File: config.mk
export PLATFORM = sky130hd
export DESIGN_NAME = axi4_burst_master_flat
export DESIGN_NICKNAME = d
export VERILOG_FILES = /design/src/rtl/axi4_pkg.sv /design/src/rtl/axi4_burst_master_if.sv /design/src/rtl/axi4_outstanding_ctr.sv /design/src/rtl/axi4_burst_master.sv /design/src/flat_wrapper.sv
export SDC_FILE = /design/constraint.sdc
export NUM_CORES = 1
export LEC_CHECK = 0
export ABC_AREA = 1
export ABC_CLOCK_PERIOD_IN_PS = 1850
export CORE_ASPECT_RATIO = 1.5
export CORE_MARGIN = 3
export CORE_UTILIZATION = 34
export CTS_BUF_LIST = sky130_fd_sc_hd__clkbuf_16
export CTS_CLUSTER_SIZE = 40
export DETAILED_ROUTE_END_ITERATION = 8
export GPL_TIMING_DRIVEN = 0
export MAX_ROUTING_LAYER = met4
export PLACE_DENSITY_LB_ADDON = 0.15
export SLEW_MARGIN = 20
export SYNTH_ARGS = -nofsm -noshare
export SYNTH_HDL_FRONTEND = slang
export SYNTH_SLANG_ARGS = --single-unit
export TNS_END_PERCENT = 10
File: constraint.sdc
create_clock -name ACLK -period 1.85 [get_ports ACLK]
set_input_delay 0.2775 -clock ACLK [delete_from_list [all_inputs] [get_ports ACLK]]
set_output_delay 0.2775 -clock ACLK [all_outputs]
set_load 0.02 [all_outputs]
File: src/rtl/axi4_pkg.sv
// Shared AXI4 constants, the issue-FSM state type and the AxSIZE helper
// for the burst master.
package axi4_pkg;

  localparam logic [1:0] AXI_BURST_INCR  = 2'b01;
  localparam logic [1:0] AXI_RESP_OKAY   = 2'b00;
  localparam logic [1:0] AXI_RESP_SLVERR = 2'b10;
  localparam logic [1:0] AXI_RESP_DECERR = 2'b11;

  typedef enum logic [1:0] {
    ST_IDLE  = 2'd0,
    ST_AW    = 2'd1,
    ST_WDATA = 2'd2,
    ST_AR    = 2'd3
  } issue_state_e;

  // Bytes-per-beat encoding: full-width beats only.
  function automatic logic [2:0] axi_size(input int unsigned data_width);
    return 3'($clog2(data_width / 8));
  endfunction

endpackage

File: src/rtl/axi4_burst_master_if.sv
// Command/payload side and AXI4 side of the burst master bundled as one
// interface; master is the DUT view, slave the environment view.
interface axi4_burst_master_if #(
  parameter int data_width = 32,
  parameter int addr_width = 32,
  parameter int id_width   = 4
);

  logic                    CMD_VALID;
  logic                    CMD_READY;
  logic                    CMD_WRITE;
  logic [addr_width-1:0]   CMD_ADDR;
  logic [7:0]              CMD_LEN;
  logic [id_width-1:0]     CMD_ID;

  logic                    WD_VALID;
  logic                    WD_READY;
  logic [data_width-1:0]   WD_DATA;
  logic [data_width/8-1:0] WD_STRB;

  logic                    RD_VALID;
  logic                    RD_READY;
  logic [data_width-1:0]   RD_DATA;
  logic                    RD_LAST;
  logic [1:0]              RD_RESP;
  logic [id_width-1:0]     RD_ID;

  logic                    BR_VALID;
  logic [1:0]              BR_RESP;
  logic [id_width-1:0]     BR_ID;

  logic                    AWVALID;
  logic                    AWREADY;
  logic [addr_width-1:0]   AWADDR;
  logic [7:0]              AWLEN;
  logic [2:0]              AWSIZE;
  logic [1:0]              AWBURST;
  logic [id_width-1:0]     AWID;

  logic                    WVALID;
  logic                    WREADY;
  logic [data_width-1:0]   WDATA;
  logic [data_width/8-1:0] WSTRB;
  logic                    WLAST;

  logic                    BVALID;
  logic                    BREADY;
  logic [1:0]              BRESP;
  logic [id_width-1:0]     BID;

  logic                    ARVALID;
  logic                    ARREADY;
  logic [addr_width-1:0]   ARADDR;
  logic [7:0]              ARLEN;
  logic [2:0]              ARSIZE;
  logic [1:0]              ARBURST;
  logic [id_width-1:0]     ARID;

  logic                    RVALID;
  logic                    RREADY;
  logic [data_width-1:0]   RDATA;
  logic [1:0]              RRESP;
  logic [id_width-1:0]     RID;
  logic                    RLAST;

  logic                    ERR;

  modport master (
    input  CMD_VALID, CMD_WRITE, CMD_ADDR, CMD_LEN, CMD_ID,
    output CMD_READY,
    input  WD_VALID, WD_DATA, WD_STRB,
    output WD_READY,
    input  RD_READY,
    output RD_VALID, RD_DATA, RD_LAST, RD_RESP, RD_ID,
    output BR_VALID, BR_RESP, BR_ID,
    output AWVALID, AWADDR, AWLEN, AWSIZE, AWBURST, AWID,
    input  AWREADY,
    output WVALID, WDATA, WSTRB, WLAST,
    input  WREADY,
    input  BVALID, BRESP, BID,
    output BREADY,
    output ARVALID, ARADDR, ARLEN, ARSIZE, ARBURST, ARID,
    input  ARREADY,
    input  RVALID, RDATA, RRESP, RID, RLAST,
    output RREADY,
    output ERR
  );

  modport slave (
    output CMD_VALID, CMD_WRITE, CMD_ADDR, CMD_LEN, CMD_ID,
    input  CMD_READY,
    output WD_VALID, WD_DATA, WD_STRB,
    input  WD_READY,
    output RD_READY,
    input  RD_VALID, RD_DATA, RD_LAST, RD_RESP, RD_ID,
    input  BR_VALID, BR_RESP, BR_ID,
    input  AWVALID, AWADDR, AWLEN, AWSIZE, AWBURST, AWID,
    output AWREADY,
    input  WVALID, WDATA, WSTRB, WLAST,
    output WREADY,
    output BVALID, BRESP, BID,
    input  BREADY,
    input  ARVALID, ARADDR, ARLEN, ARSIZE, ARBURST, ARID,
    output ARREADY,
    output RVALID, RDATA, RRESP, RID, RLAST,
    input  RREADY,
    input  ERR
  );

endinterface

File: src/rtl/axi4_outstanding_ctr.sv
// Up/down count of bursts in flight for one direction; full blocks new
// commands once max_outstanding bursts are open.
module axi4_outstanding_ctr #(
  parameter int max_outstanding = 4
) (
  input  logic clk,
  input  logic rst_n,
  input  logic inc,
  input  logic dec,
  output logic full
);

  logic [3:0] cnt_q;
  logic [3:0] cnt_d;

  // Simultaneous inc and dec cancel; the guards only matter for a
  // misbehaving slave returning more responses than requests.
  always_comb begin
    cnt_d = cnt_q;
    if (inc && !dec && (cnt_q != 4'hF)) begin
      cnt_d = cnt_q + 4'd1;
    end else if (dec && !inc && (cnt_q != 4'd0)) begin
      cnt_d = cnt_q - 4'd1;
    end
  end

  always_ff @(posedge clk) begin
    if (!rst_n) begin
      cnt_q <= 4'd0;
    end else begin
      cnt_q <= cnt_d;
    end
  end

  assign full = (cnt_q >= 4'(max_outstanding));

endmodule

File: src/rtl/axi4_burst_master.sv
// Single-issue AXI4 INCR burst master: one command at a time on AW/W or AR,
// with responses streamed back and outstanding bursts bounded per direction.
module axi4_burst_master
  import axi4_pkg::*;
#(
  parameter int data_width      = 32,
  parameter int addr_width      = 32,
  parameter int id_width        = 4,
  parameter int max_outstanding = 4
) (
  input  logic                 ACLK,
  input  logic                 ARESETn,
  axi4_burst_master_if.master  bus
);

  localparam logic [2:0] AXSIZE = axi_size(data_width);

  issue_state_e          state_q;
  logic                  run_q;
  logic                  aw_valid_q;
  logic [addr_width-1:0] aw_addr_q;
  logic [7:0]            aw_len_q;
  logic [id_width-1:0]   aw_id_q;
  logic                  ar_valid_q;
  logic [addr_width-1:0] ar_addr_q;
  logic [7:0]            ar_len_q;
  logic [id_width-1:0]   ar_id_q;
  logic [7:0]            beat_q;
  logic                  br_valid_q;
  logic [1:0]            br_resp_q;
  logic [id_width-1:0]   br_id_q;
  logic                  err_q;

  logic wr_full;
  logic rd_full;
  logic sel_full;
  logic cmd_ready;
  logic cmd_hs;
  logic aw_hs;
  logic ar_hs;
  logic w_active;
  logic w_last;
  logic w_hs;
  logic b_hs;
  logic r_hs;
  logic r_done;
  logic err_set;

  // run_q holds BREADY/CMD_READY low until the first edge out of reset.
  assign sel_full  = bus.CMD_WRITE ? wr_full : rd_full;
  assign cmd_ready = run_q && (state_q == ST_IDLE) && !sel_full;
  assign cmd_hs    = bus.CMD_VALID && cmd_ready;
  assign aw_hs     = aw_valid_q && bus.AWREADY;
  assign ar_hs     = ar_valid_q && bus.ARREADY;
  assign w_active  = (state_q == ST_WDATA);
  assign w_last    = w_active && (beat_q == aw_len_q);
  assign w_hs      = w_active && bus.WD_VALID && bus.WREADY;
  assign b_hs      = bus.BVALID && run_q;
  assign r_hs      = bus.RVALID && bus.RD_READY;
  assign r_done    = r_hs && bus.RLAST;
  assign err_set   = (b_hs && (bus.BRESP != AXI_RESP_OKAY)) ||
                     (r_hs && (bus.RRESP != AXI_RESP_OKAY));

  axi4_outstanding_ctr #(.max_outstanding(max_outstanding)) u_wr_ctr (
    .clk   (ACLK),
    .rst_n (ARESETn),
    .inc   (aw_hs),
    .dec   (b_hs),
    .full  (wr_full)
  );

  axi4_outstanding_ctr #(.max_outstanding(max_outstanding)) u_rd_ctr (
    .clk   (ACLK),
    .rst_n (ARESETn),
    .inc   (ar_hs),
    .dec   (r_done),
    .full  (rd_full)
  );

  always_ff @(posedge ACLK) begin
    if (!ARESETn) begin
      state_q    <= ST_IDLE;
      run_q      <= 1'b0;
      aw_valid_q <= 1'b0;
      aw_addr_q  <= '0;
      aw_len_q   <= '0;
      aw_id_q    <= '0;
      ar_valid_q <= 1'b0;
      ar_addr_q  <= '0;
      ar_len_q   <= '0;
      ar_id_q    <= '0;
      beat_q     <= '0;
      br_valid_q <= 1'b0;
      br_resp_q  <= '0;
      br_id_q    <= '0;
      err_q      <= 1'b0;
    end else begin
      run_q      <= 1'b1;
      br_valid_q <= b_hs;
      if (b_hs) begin
        br_resp_q <= bus.BRESP;
        br_id_q   <= bus.BID;
      end
      if (err_set) begin
        err_q <= 1'b1;
      end
      case (state_q)
        ST_IDLE: begin
          if (cmd_hs) begin
            if (bus.CMD_WRITE) begin
              state_q    <= ST_AW;
              aw_valid_q <= 1'b1;
              aw_addr_q  <= bus.CMD_ADDR;
              aw_len_q   <= bus.CMD_LEN;
              aw_id_q    <= bus.CMD_ID;
            end else begin
              state_q    <= ST_AR;
              ar_valid_q <= 1'b1;
              ar_addr_q  <= bus.CMD_ADDR;
              ar_len_q   <= bus.CMD_LEN;
              ar_id_q    <= bus.CMD_ID;
            end
          end
        end
        ST_AW: begin
          if (aw_hs) begin
            aw_valid_q <= 1'b0;
            beat_q     <= '0;
            state_q    <= ST_WDATA;
          end
        end
        ST_WDATA: begin
          if (w_hs) begin
            if (w_last) begin
              state_q <= ST_IDLE;
            end else begin
              beat_q <= beat_q + 8'd1;
            end
          end
        end
        ST_AR: begin
          if (ar_hs) begin
            ar_valid_q <= 1'b0;
            state_q    <= ST_IDLE;
          end
        end
        default: state_q <= ST_IDLE;
      endcase
    end
  end

  assign bus.CMD_READY = cmd_ready;

  assign bus.AWVALID   = aw_valid_q;
  assign bus.AWADDR    = aw_addr_q;
  assign bus.AWLEN     = aw_len_q;
  assign bus.AWSIZE    = AXSIZE;
  assign bus.AWBURST   = AXI_BURST_INCR;
  assign bus.AWID      = aw_id_q;

  // Write payload is a straight pass-through, qualified only by state.
  assign bus.WVALID    = w_active && bus.WD_VALID;
  assign bus.WD_READY  = w_active && bus.WREADY;
  assign bus.WDATA     = bus.WD_DATA;
  assign bus.WSTRB     = bus.WD_STRB;
  assign bus.WLAST     = w_last;

  assign bus.BREADY    = run_q;
  assign bus.BR_VALID  = br_valid_q;
  assign bus.BR_RESP   = br_resp_q;
  assign bus.BR_ID     = br_id_q;

  assign bus.ARVALID   = ar_valid_q;
  assign bus.ARADDR    = ar_addr_q;
  assign bus.ARLEN     = ar_len_q;
  assign bus.ARSIZE    = AXSIZE;
  assign bus.ARBURST   = AXI_BURST_INCR;
  assign bus.ARID      = ar_id_q;

  assign bus.RREADY    = bus.RD_READY;
  assign bus.RD_VALID  = bus.RVALID;
  assign bus.RD_DATA   = bus.RDATA;
  assign bus.RD_LAST   = bus.RLAST;
  assign bus.RD_RESP   = bus.RRESP;
  assign bus.RD_ID     = bus.RID;

  assign bus.ERR       = err_q;

endmodule

File: src/flat_wrapper.sv
// flat-port wrapper written by rule: the top's interface ports become plain ports
module axi4_burst_master_flat import axi4_pkg::*;
#(
  parameter int data_width      = 32,
  parameter int addr_width      = 32,
  parameter int id_width        = 4,
  parameter int max_outstanding = 4
)
  (ACLK, ARESETn, bus_CMD_VALID, bus_CMD_WRITE, bus_CMD_ADDR, bus_CMD_LEN, bus_CMD_ID, bus_CMD_READY, bus_WD_VALID, bus_WD_DATA, bus_WD_STRB, bus_WD_READY, bus_RD_READY, bus_RD_VALID, bus_RD_DATA, bus_RD_LAST, bus_RD_RESP, bus_RD_ID, bus_BR_VALID, bus_BR_RESP, bus_BR_ID, bus_AWVALID, bus_AWADDR, bus_AWLEN, bus_AWSIZE, bus_AWBURST, bus_AWID, bus_AWREADY, bus_WVALID, bus_WDATA, bus_WSTRB, bus_WLAST, bus_WREADY, bus_BVALID, bus_BRESP, bus_BID, bus_BREADY, bus_ARVALID, bus_ARADDR, bus_ARLEN, bus_ARSIZE, bus_ARBURST, bus_ARID, bus_ARREADY, bus_RVALID, bus_RDATA, bus_RRESP, bus_RID, bus_RLAST, bus_RREADY, bus_ERR);
  axi4_burst_master_if #(.data_width(data_width), .addr_width(addr_width), .id_width(id_width)) bus_i ();
  input  logic ACLK;
  input  logic ARESETn;
  input wire logic [$bits(bus_i.CMD_VALID)-1:0] bus_CMD_VALID;
  input wire logic [$bits(bus_i.CMD_WRITE)-1:0] bus_CMD_WRITE;
  input wire logic [$bits(bus_i.CMD_ADDR)-1:0] bus_CMD_ADDR;
  input wire logic [$bits(bus_i.CMD_LEN)-1:0] bus_CMD_LEN;
  input wire logic [$bits(bus_i.CMD_ID)-1:0] bus_CMD_ID;
  output wire logic [$bits(bus_i.CMD_READY)-1:0] bus_CMD_READY;
  input wire logic [$bits(bus_i.WD_VALID)-1:0] bus_WD_VALID;
  input wire logic [$bits(bus_i.WD_DATA)-1:0] bus_WD_DATA;
  input wire logic [$bits(bus_i.WD_STRB)-1:0] bus_WD_STRB;
  output wire logic [$bits(bus_i.WD_READY)-1:0] bus_WD_READY;
  input wire logic [$bits(bus_i.RD_READY)-1:0] bus_RD_READY;
  output wire logic [$bits(bus_i.RD_VALID)-1:0] bus_RD_VALID;
  output wire logic [$bits(bus_i.RD_DATA)-1:0] bus_RD_DATA;
  output wire logic [$bits(bus_i.RD_LAST)-1:0] bus_RD_LAST;
  output wire logic [$bits(bus_i.RD_RESP)-1:0] bus_RD_RESP;
  output wire logic [$bits(bus_i.RD_ID)-1:0] bus_RD_ID;
  output wire logic [$bits(bus_i.BR_VALID)-1:0] bus_BR_VALID;
  output wire logic [$bits(bus_i.BR_RESP)-1:0] bus_BR_RESP;
  output wire logic [$bits(bus_i.BR_ID)-1:0] bus_BR_ID;
  output wire logic [$bits(bus_i.AWVALID)-1:0] bus_AWVALID;
  output wire logic [$bits(bus_i.AWADDR)-1:0] bus_AWADDR;
  output wire logic [$bits(bus_i.AWLEN)-1:0] bus_AWLEN;
  output wire logic [$bits(bus_i.AWSIZE)-1:0] bus_AWSIZE;
  output wire logic [$bits(bus_i.AWBURST)-1:0] bus_AWBURST;
  output wire logic [$bits(bus_i.AWID)-1:0] bus_AWID;
  input wire logic [$bits(bus_i.AWREADY)-1:0] bus_AWREADY;
  output wire logic [$bits(bus_i.WVALID)-1:0] bus_WVALID;
  output wire logic [$bits(bus_i.WDATA)-1:0] bus_WDATA;
  output wire logic [$bits(bus_i.WSTRB)-1:0] bus_WSTRB;
  output wire logic [$bits(bus_i.WLAST)-1:0] bus_WLAST;
  input wire logic [$bits(bus_i.WREADY)-1:0] bus_WREADY;
  input wire logic [$bits(bus_i.BVALID)-1:0] bus_BVALID;
  input wire logic [$bits(bus_i.BRESP)-1:0] bus_BRESP;
  input wire logic [$bits(bus_i.BID)-1:0] bus_BID;
  output wire logic [$bits(bus_i.BREADY)-1:0] bus_BREADY;
  output wire logic [$bits(bus_i.ARVALID)-1:0] bus_ARVALID;
  output wire logic [$bits(bus_i.ARADDR)-1:0] bus_ARADDR;
  output wire logic [$bits(bus_i.ARLEN)-1:0] bus_ARLEN;
  output wire logic [$bits(bus_i.ARSIZE)-1:0] bus_ARSIZE;
  output wire logic [$bits(bus_i.ARBURST)-1:0] bus_ARBURST;
  output wire logic [$bits(bus_i.ARID)-1:0] bus_ARID;
  input wire logic [$bits(bus_i.ARREADY)-1:0] bus_ARREADY;
  input wire logic [$bits(bus_i.RVALID)-1:0] bus_RVALID;
  input wire logic [$bits(bus_i.RDATA)-1:0] bus_RDATA;
  input wire logic [$bits(bus_i.RRESP)-1:0] bus_RRESP;
  input wire logic [$bits(bus_i.RID)-1:0] bus_RID;
  input wire logic [$bits(bus_i.RLAST)-1:0] bus_RLAST;
  output wire logic [$bits(bus_i.RREADY)-1:0] bus_RREADY;
  output wire logic [$bits(bus_i.ERR)-1:0] bus_ERR;
  assign bus_i.CMD_VALID = bus_CMD_VALID;
  assign bus_i.CMD_WRITE = bus_CMD_WRITE;
  assign bus_i.CMD_ADDR = bus_CMD_ADDR;
  assign bus_i.CMD_LEN = bus_CMD_LEN;
  assign bus_i.CMD_ID = bus_CMD_ID;
  assign bus_CMD_READY = bus_i.CMD_READY;
  assign bus_i.WD_VALID = bus_WD_VALID;
  assign bus_i.WD_DATA = bus_WD_DATA;
  assign bus_i.WD_STRB = bus_WD_STRB;
  assign bus_WD_READY = bus_i.WD_READY;
  assign bus_i.RD_READY = bus_RD_READY;
  assign bus_RD_VALID = bus_i.RD_VALID;
  assign bus_RD_DATA = bus_i.RD_DATA;
  assign bus_RD_LAST = bus_i.RD_LAST;
  assign bus_RD_RESP = bus_i.RD_RESP;
  assign bus_RD_ID = bus_i.RD_ID;
  assign bus_BR_VALID = bus_i.BR_VALID;
  assign bus_BR_RESP = bus_i.BR_RESP;
  assign bus_BR_ID = bus_i.BR_ID;
  assign bus_AWVALID = bus_i.AWVALID;
  assign bus_AWADDR = bus_i.AWADDR;
  assign bus_AWLEN = bus_i.AWLEN;
  assign bus_AWSIZE = bus_i.AWSIZE;
  assign bus_AWBURST = bus_i.AWBURST;
  assign bus_AWID = bus_i.AWID;
  assign bus_i.AWREADY = bus_AWREADY;
  assign bus_WVALID = bus_i.WVALID;
  assign bus_WDATA = bus_i.WDATA;
  assign bus_WSTRB = bus_i.WSTRB;
  assign bus_WLAST = bus_i.WLAST;
  assign bus_i.WREADY = bus_WREADY;
  assign bus_i.BVALID = bus_BVALID;
  assign bus_i.BRESP = bus_BRESP;
  assign bus_i.BID = bus_BID;
  assign bus_BREADY = bus_i.BREADY;
  assign bus_ARVALID = bus_i.ARVALID;
  assign bus_ARADDR = bus_i.ARADDR;
  assign bus_ARLEN = bus_i.ARLEN;
  assign bus_ARSIZE = bus_i.ARSIZE;
  assign bus_ARBURST = bus_i.ARBURST;
  assign bus_ARID = bus_i.ARID;
  assign bus_i.ARREADY = bus_ARREADY;
  assign bus_i.RVALID = bus_RVALID;
  assign bus_i.RDATA = bus_RDATA;
  assign bus_i.RRESP = bus_RRESP;
  assign bus_i.RID = bus_RID;
  assign bus_i.RLAST = bus_RLAST;
  assign bus_RREADY = bus_i.RREADY;
  assign bus_ERR = bus_i.ERR;
  axi4_burst_master #(.data_width(data_width), .addr_width(addr_width), .id_width(id_width), .max_outstanding(max_outstanding)) u_core (.ACLK(ACLK), .ARESETn(ARESETn), .bus(bus_i));
endmodule
Word-level counts from Yosys, hierarchy flattened
Cells that the tools add are included.
Operators by class
  add/subtract/negate cells: 5
  magnitude comparators: 2
  eq/ne operators: 14
  mux-type cells: 25
  bitwise gates (word level): 1
  reductions and logical operators: 44
Operator list (number)
  8-bit 2-to-1 mux: 3
  1-bit logical AND: 22
  4-bit 2-to-1 mux: 4
  8-bit case mux with 2 select lines: 1
  2-bit != test, second input constant: 7
  2-bit nonzero test: 7
  2-bit 2-to-1 mux: 6
  4-bit AND reduction: 3
  4-bit by 1-bit adder with 4-bit output, second input constant: 2
  8-bit by 1-bit adder with 8-bit output, second input constant: 1
  8-bit equality test: 1
  4-bit by 3-bit greater-or-equal comparator with 1-bit output, second input constant: 2
  1-bit 2-to-1 mux: 8
  4-bit != test, second input constant: 2
  2-bit case mux with 4 select lines: 1
  4-bit nonzero test: 2
  4-bit by 1-bit subtractor with 4-bit output, second input constant: 2
  3-bit AND reduction: 2
  1-bit zero test: 5
  5-bit AND reduction: 1
  2-bit equality test, second input constant: 2
  1-bit case mux with 2 select lines: 2
  2-bit by 1-bit equality test with 1-bit output, second input constant: 1
  2-bit zero test: 1
  other kinds (3): 3
Storage, ports and cells
  register bits: 117
  bits of input ports: 136
  output and inout port bits: 190
  word-level logic and storage cells: 108

Longest topological paths before layout
  word-level depth: 7
  gate-level depth with buffers: 13

Modules after synthesis
A second synthesis with hierarchy kept.
Second synthesis, totals
  cells, all modules: 747
  area total of the unflattened synthesis: 5622.9 um2
By module, submodules not included
  axi4_burst_master: instances 1, cells an instance 655, area each 4969.8 um2, seq. area each 2182.1 um2
  axi4_outstanding_ctr: instances 2, cells an instance 46, area each 326.6 um2, seq. area each 80.1 um2

Least setup slack after synthesis
No wires, ideal clock.
  path type: reg-to-reg
  start point: reg u_core.aw_valid_q (netlist: u_core.bus.AWVALID)
  end point: reg u_core.u_wr_ctr.cnt_q[3]
  library setup time: 0.113 ns
  arrival time: 1.727 ns
  required time: 1.737 ns
  path slack: 0.010 ns
  cell stages (with the launch flop): 12
  buffers on the path: 0
  period minus slack after synthesis: 1.840 ns
  cells stage by stage: dfxtp_1 -> nand2_1 -> nor2_1 -> nand2_1 -> ha_1 -> and3_1 -> nor2_1 -> nand3_1 -> nand3_1 -> nand2_1 -> nand2_1 -> nor2_1
On the way
  longest elaborated chain between the ends: 5
  elaborated cells on any way between the ends: 8
  those cells by class: 1 x mux; 7 x reduce/logical
Ends and longest elaborated chain
  start: declaration: line axi4_burst_master.sv:20  | logic aw_valid_q;
  start signal: assignment: line axi4_burst_master.sv:84  | aw_valid_q <= 1'b0;
  start signal: assignment: line axi4_burst_master.sv:112  | aw_valid_q <= 1'b1;
  start signal: assignment: line axi4_burst_master.sv:127  | aw_valid_q <= 1'b0;
  1-bit logical AND (*): line axi4_burst_master.sv:53  | assign aw_hs = aw_valid_q && bus.AWREADY;
  1-bit zero test: line axi4_outstanding_ctr.sv:22  | end else if (dec && !inc && (cnt_q != 4'd0)) begin
  1-bit logical AND (2 in series): line axi4_outstanding_ctr.sv:22
  2-bit nonzero test (no line)
  end signal: assignment: line axi4_outstanding_ctr.sv:31  | cnt_q <= cnt_d;
  end: declaration: line axi4_outstanding_ctr.sv:13  | logic [3:0] cnt_q;
Mark *: on every way between the ends. The rest lies on a longest branch, timed or not.
A chain may end at the register's enable or synchronous reset.

Final worst setup path
  start point: reg u_core.aw_len_q[5] (netlist: u_core.bus.AWLEN[5])
  end point: out bus_WLAST
On the way
  longest elaborated chain between the ends: 2
Ends and longest elaborated chain
  start: declaration: line axi4_burst_master.sv:22  | logic [7:0] aw_len_q;
  start signal: assignment: line axi4_burst_master.sv:114  | aw_len_q <= bus.CMD_LEN;
  8-bit equality test: line axi4_burst_master.sv:56  | assign w_last = w_active && (beat_q == aw_len_q);
  1-bit logical AND: line axi4_burst_master.sv:56
  end: declaration: line flat_wrapper.sv:42  | output wire logic [$bits(bus_i.WLAST)-1:0] bus_WLAST;
No other way between the ends.

==> summary by stage <==
Power
The completed layout was analyzed and its total power is 9.29 mW. The static leakage is 3.85 nW. The worst-case IR drop observed on VDD is 0.694 mV. Power spread over the standard cell area amounts to 1050 nW/µm².

Min path
For hold timing, the worst endpoint is u_core.state_q[1]. The start point of the worst min-delay path is bus_CMD_WRITE. The worst hold path was traced through 4 stages. The path type of the worst min-delay path is in -> reg.

STA
For this run, the top clock speed supported by timing is 565 MHz. On the final layout, the worst clock skew is 0.00974 ns. In this run the tightest slew margin relative to its limit is 0.646.

The actual transition at the worst max-transition pin is 0.531 ns. The final worst setup slack is 0.0801 ns. The final worst-path cycle share is 0.957.

The smallest clock period supported by the final layout is computed as 1.77 ns. The final hold violation count is 0. The max-slew violation count is 0.

The total of endpoints with negative setup slack in the final report is 0. Setup repair after global routing could not meet its margin everywhere.

Clock network
The total clock buffers created by CTS is 17. TritonCTS built the clock tree. The root buffer cell chosen for the clock tree is sky130_fd_sc_hd__clkbuf_16.

The deepest level of the CTS H-tree is 4. In this run the deepest clock path goes through 2 buffers. Clock-pin slew was measured on the worst setup and hold paths at 0.06 ns.

The clock drives 117 sinks. The number of buffers inserted by hold repair at cts is 0. Clock latency on the worst-skew pair, taken at its later pin, is 0.42 ns.

Worst setup path
The data arrival time of the critical path is 1.49 ns. The startpoint kind of the worst setup timing path is a register. The largest stage delay on the critical path is 0.39 ns. The cell family with the largest share of critical-path delay is simple AND/OR/NAND/NOR gates.

The worst-path maximum fanout is 4. The cell repeated most along the worst path is sky130_fd_sc_hd__nand2_1. The slack of the worst reg-to-reg path is 0.09 ns. Traced cell by cell, the critical path runs through nand2_1 -> nand2_1 -> nand2_1 -> nor2_2 -> nand3_2 -> inv_1 -> buf_2. The number of cells on the worst reg-to-reg path is 12.

The worst register-to-register path ends at u_core.u_wr_ctr.cnt_q[3]. The critical register-to-register path startpoint is u_core.u_wr_ctr.cnt_q[2]. The largest individual stage delay along the critical path comes from the cell sky130_fd_sc_hd__dfxtp_1. The worst path required time is 1.57 ns. The worst setup path is of the reg -> out kind. STA classifies the critical path endpoint as an output pin. The worst path buffer plus inverter count is 2.

Detailed routing
The uppermost signal routing layer after detailed routing is met4. Dividing the detail-routed wire length by the instance count gives 15.7 µm. The total detailed-routing wirelength is 18600 µm.

The wire length on met2 is 9520 µm. Detailed routing placed a total of 1850 µm of wire on met3. The sum of routed wire segments on met1 is 6870 µm. Summing over every cut layer, the via total after detailed routing is 5361. The count of nets left with antenna violations once routing finished came out at 0. In this run, the number of DRC markers left after iteration 0 of detailed routing was 200. The number of optimization iterations in the first detailed-route pass is 4. After detailed routing, the number of remaining DRC violations is 0. Dividing the detail-routed via count by the number of cells gives 4.54.

Cells and area
The fraction of final layout cells with drive strength greater than 1 is 0.186. Measured on the finished design, the core utilization comes to 0.580. The post-route standard cell area excluding fillers is 8820 µm². The number of nets in the finished design is 1109. The area overhead of the layout relative to synthesis is 66.0%.

Synth
By count the netlist is led by sky130_fd_sc_hd__dfxtp_1 (117), sky130_fd_sc_hd__a21oi_1 (102), sky130_fd_sc_hd__buf_4 (95). The post-synthesis sequential element count is 117. The area share of the leading cell type in the synthesized netlist is 0.441.

By area the synthesized netlist is led by sky130_fd_sc_hd__dfxtp_1 (44%), sky130_fd_sc_hd__buf_4 (13%), sky130_fd_sc_hd__a21oi_1 (9.6%). The share of the Yosys chip area taken by registers is 0.441. The primary flip-flop cell chosen by synthesis mapping is sky130_fd_sc_hd__dfxtp_1.

The synthesized area per cell is 7.71 µm². The count of distinct cell types in the synthesized netlist is 23. The fraction of synthesis flops using an asynchronous set or reset pin is 0. The Yosys warning count is 0. The number of flops mapped to enable cells by yosys is 0.

Among all cell types in the netlist, the one instantiated most often is sky130_fd_sc_hd__dfxtp_1. In the synthesized netlist, the number of instances is 689. Summed over all instances, the cell type with the most area after synthesis is sky130_fd_sc_hd__dfxtp_1. The total standard cell area after synthesis is 5310 µm².

Placement
Detailed placement ended at an HPWL of 14900 µm. The setup slack at placement is -0.585 ns. The post-place instance area is 8020 µm². Input and output buffers added on the ports amount to 243. At the end of routability-driven placement, the weighted congestion stood at 0.829.

Floorplanning
The number of rows in the core area is 55. The core outline area is 15200 µm². The floorplan step defined a die boundary enclosing 17200 µm². The floorplan die height is 159 µm. The number of primary I/O pins is 326. The initial utilization of the core area, before any placement, comes to 0.349. The horizontal extent of the die is 108 µm.

Global routing
The number of antenna violations at the first check in global routing was 3. The global-route total usage across every layer is 0.217. The pin count of the biggest net entering global routing is 17. The total overflow left after global routing is 0. The global-route wire length before repair is 28100 µm.

The number of global-route vias before repair is 5285.

Outcome
The run finished with clean final reports.

Run
Max-cap violations in this run came to 0.
## worst max-delay path by stage
| stage | depth (start not counted) | from | to |
|---|---|---|---|
| floorplan | 11 | u_core.bus.AWVALID | u_core.u_wr_ctr.cnt_q[3] |
| global placement | 9 | bus_CMD_WRITE | u_core.bus.AWLEN[4] |
| detailed placement | 9 | bus_CMD_WRITE | u_core.bus.AWLEN[4] |
| CTS | 8 | u_core.state_q[1] | u_core.bus.ARADDR[18] |
| global route | 9 | u_core.u_wr_ctr.cnt_q[2] | u_core.bus.AWADDR[26] |
| finish | 7 | u_core.bus.AWLEN[5] | bus_WLAST |
## power breakdown
| group | switching (mW) | internal, mW | leakage, nW |
|---|---|---|---|
| clock network | 1.31 | 2.02 | 0.291 |
| registers | 0.237 | 2.86 | 0.959 |
| logic | 1.54 | 1.34 | 2.60 |
| total | 3.08 | 6.21 | 3.85 |
## placed cells by master (no fill, tap or decap), types with 3 or more instances in the layout
cell type	n
sky130_fd_sc_hd__nand3_1	12
sky130_fd_sc_hd__o21ai_0	21
sky130_fd_sc_hd__buf_6	5
sky130_fd_sc_hd__conb_1	10
sky130_fd_sc_hd__nor2_2	5
sky130_fd_sc_hd__buf_2	9
sky130_fd_sc_hd__dfxtp_1	102
sky130_fd_sc_hd__clkbuf_4	3
sky130_fd_sc_hd__inv_1	79
sky130_fd_sc_hd__clkbuf_1	13
sky130_fd_sc_hd__xnor2_1	6
sky130_fd_sc_hd__nor2_1	50
sky130_fd_sc_hd__dfxtp_2	13
sky130_fd_sc_hd__inv_2	3
sky130_fd_sc_hd__buf_4	95
sky130_fd_sc_hd__clkbuf_16	17
sky130_fd_sc_hd__inv_6	7
sky130_fd_sc_hd__nand2_1	58
sky130_fd_sc_hd__a21oi_1	102
sky130_fd_sc_hd__clkdlybuf4s50_1	238
sky130_fd_sc_hd__o21ai_1	91
sky130_fd_sc_hd__nand2_2	4
sky130_fd_sc_hd__diode_2	3
sky130_fd_sc_hd__ha_1	3
## tightest hold or removal path, stage by stage
cell and delay (ns):
sky130_fd_sc_hd__dlymetal6s2s_1 0.19, sky130_fd_sc_hd__a21oi_1 0.16, sky130_fd_sc_hd__o21ai_0 0.09, sky130_fd_sc_hd__inv_1 0.05
## kinds of logic (layout without fill, tap and decap cells)
group,count (synthesis),after routing,synth area share
fa+ha+maj,7,7,0.0193
flops,117,117,0.441
other cells,2,13,0.00141
buf+inv,199,481,0.210
compound gates,216,216,0.205
simple gates,140,140,0.110
xor+xnor,8,8,0.0132
## routing by layer
metal / global-route usage / up-vias
met3: 0.0799 / 28
met5: - / -
met4: 0.0632 / 0
met2: 0.383 / 254
met1: 0.222 / 2378
li1: - / 2701
## sequential cells by signal, indices dropped and copies added (netlist names)
register / count
u_core.bus.BREADY: 1
u_core.u_rd_ctr.cnt_q: 4
u_core.beat_q: 8
u_core.u_wr_ctr.cnt_q: 4
u_core.bus.AWID: 4
u_core.bus.AWLEN: 8
u_core.bus.ARADDR: 32
u_core.state_q: 2
u_core.bus.BR_ID: 4
u_core.bus.ARVALID: 1
u_core.bus.ARLEN: 8
u_core.bus.ARID: 4
u_core.bus.AWVALID: 1
u_core.bus.ERR: 1
u_core.bus.BR_RESP: 2
u_core.bus.BR_VALID: 1
u_core.bus.AWADDR: 32
## repair_timing
| action | 4_1_cts | 5_1_grt |
|---|---|---|
| buffers inserted | 3 | 4 |
| setup endpoints to repair | 94 | 103 |
| resized for setup | 23 | 39 |
| pin swaps | 1 | 6 |
## through the flow
stage	hold slack (ns)	TNS (ns)	cells
final	0.386	0	1181
after global routing	0.383	-0.429	1181
after CTS	0.388	-5.41	1174
after detailed placement	0.457	-46.87	1139
after global placement	0.456	-42.22	1139
after floorplan	0.305	0	697
## final cells by class
type                       count  area (µm²)
sequential                   117        2370
multi-input combinational    381        1960
inverter                      81         304
tap                          199         249
buffer                       118         838
fill                        1421        6390
timing repair buffer         250        2490
clock buffer                  17         425
antenna                        3        7.51
clock inverter                15         168
(Power assumes the default switching activity.)
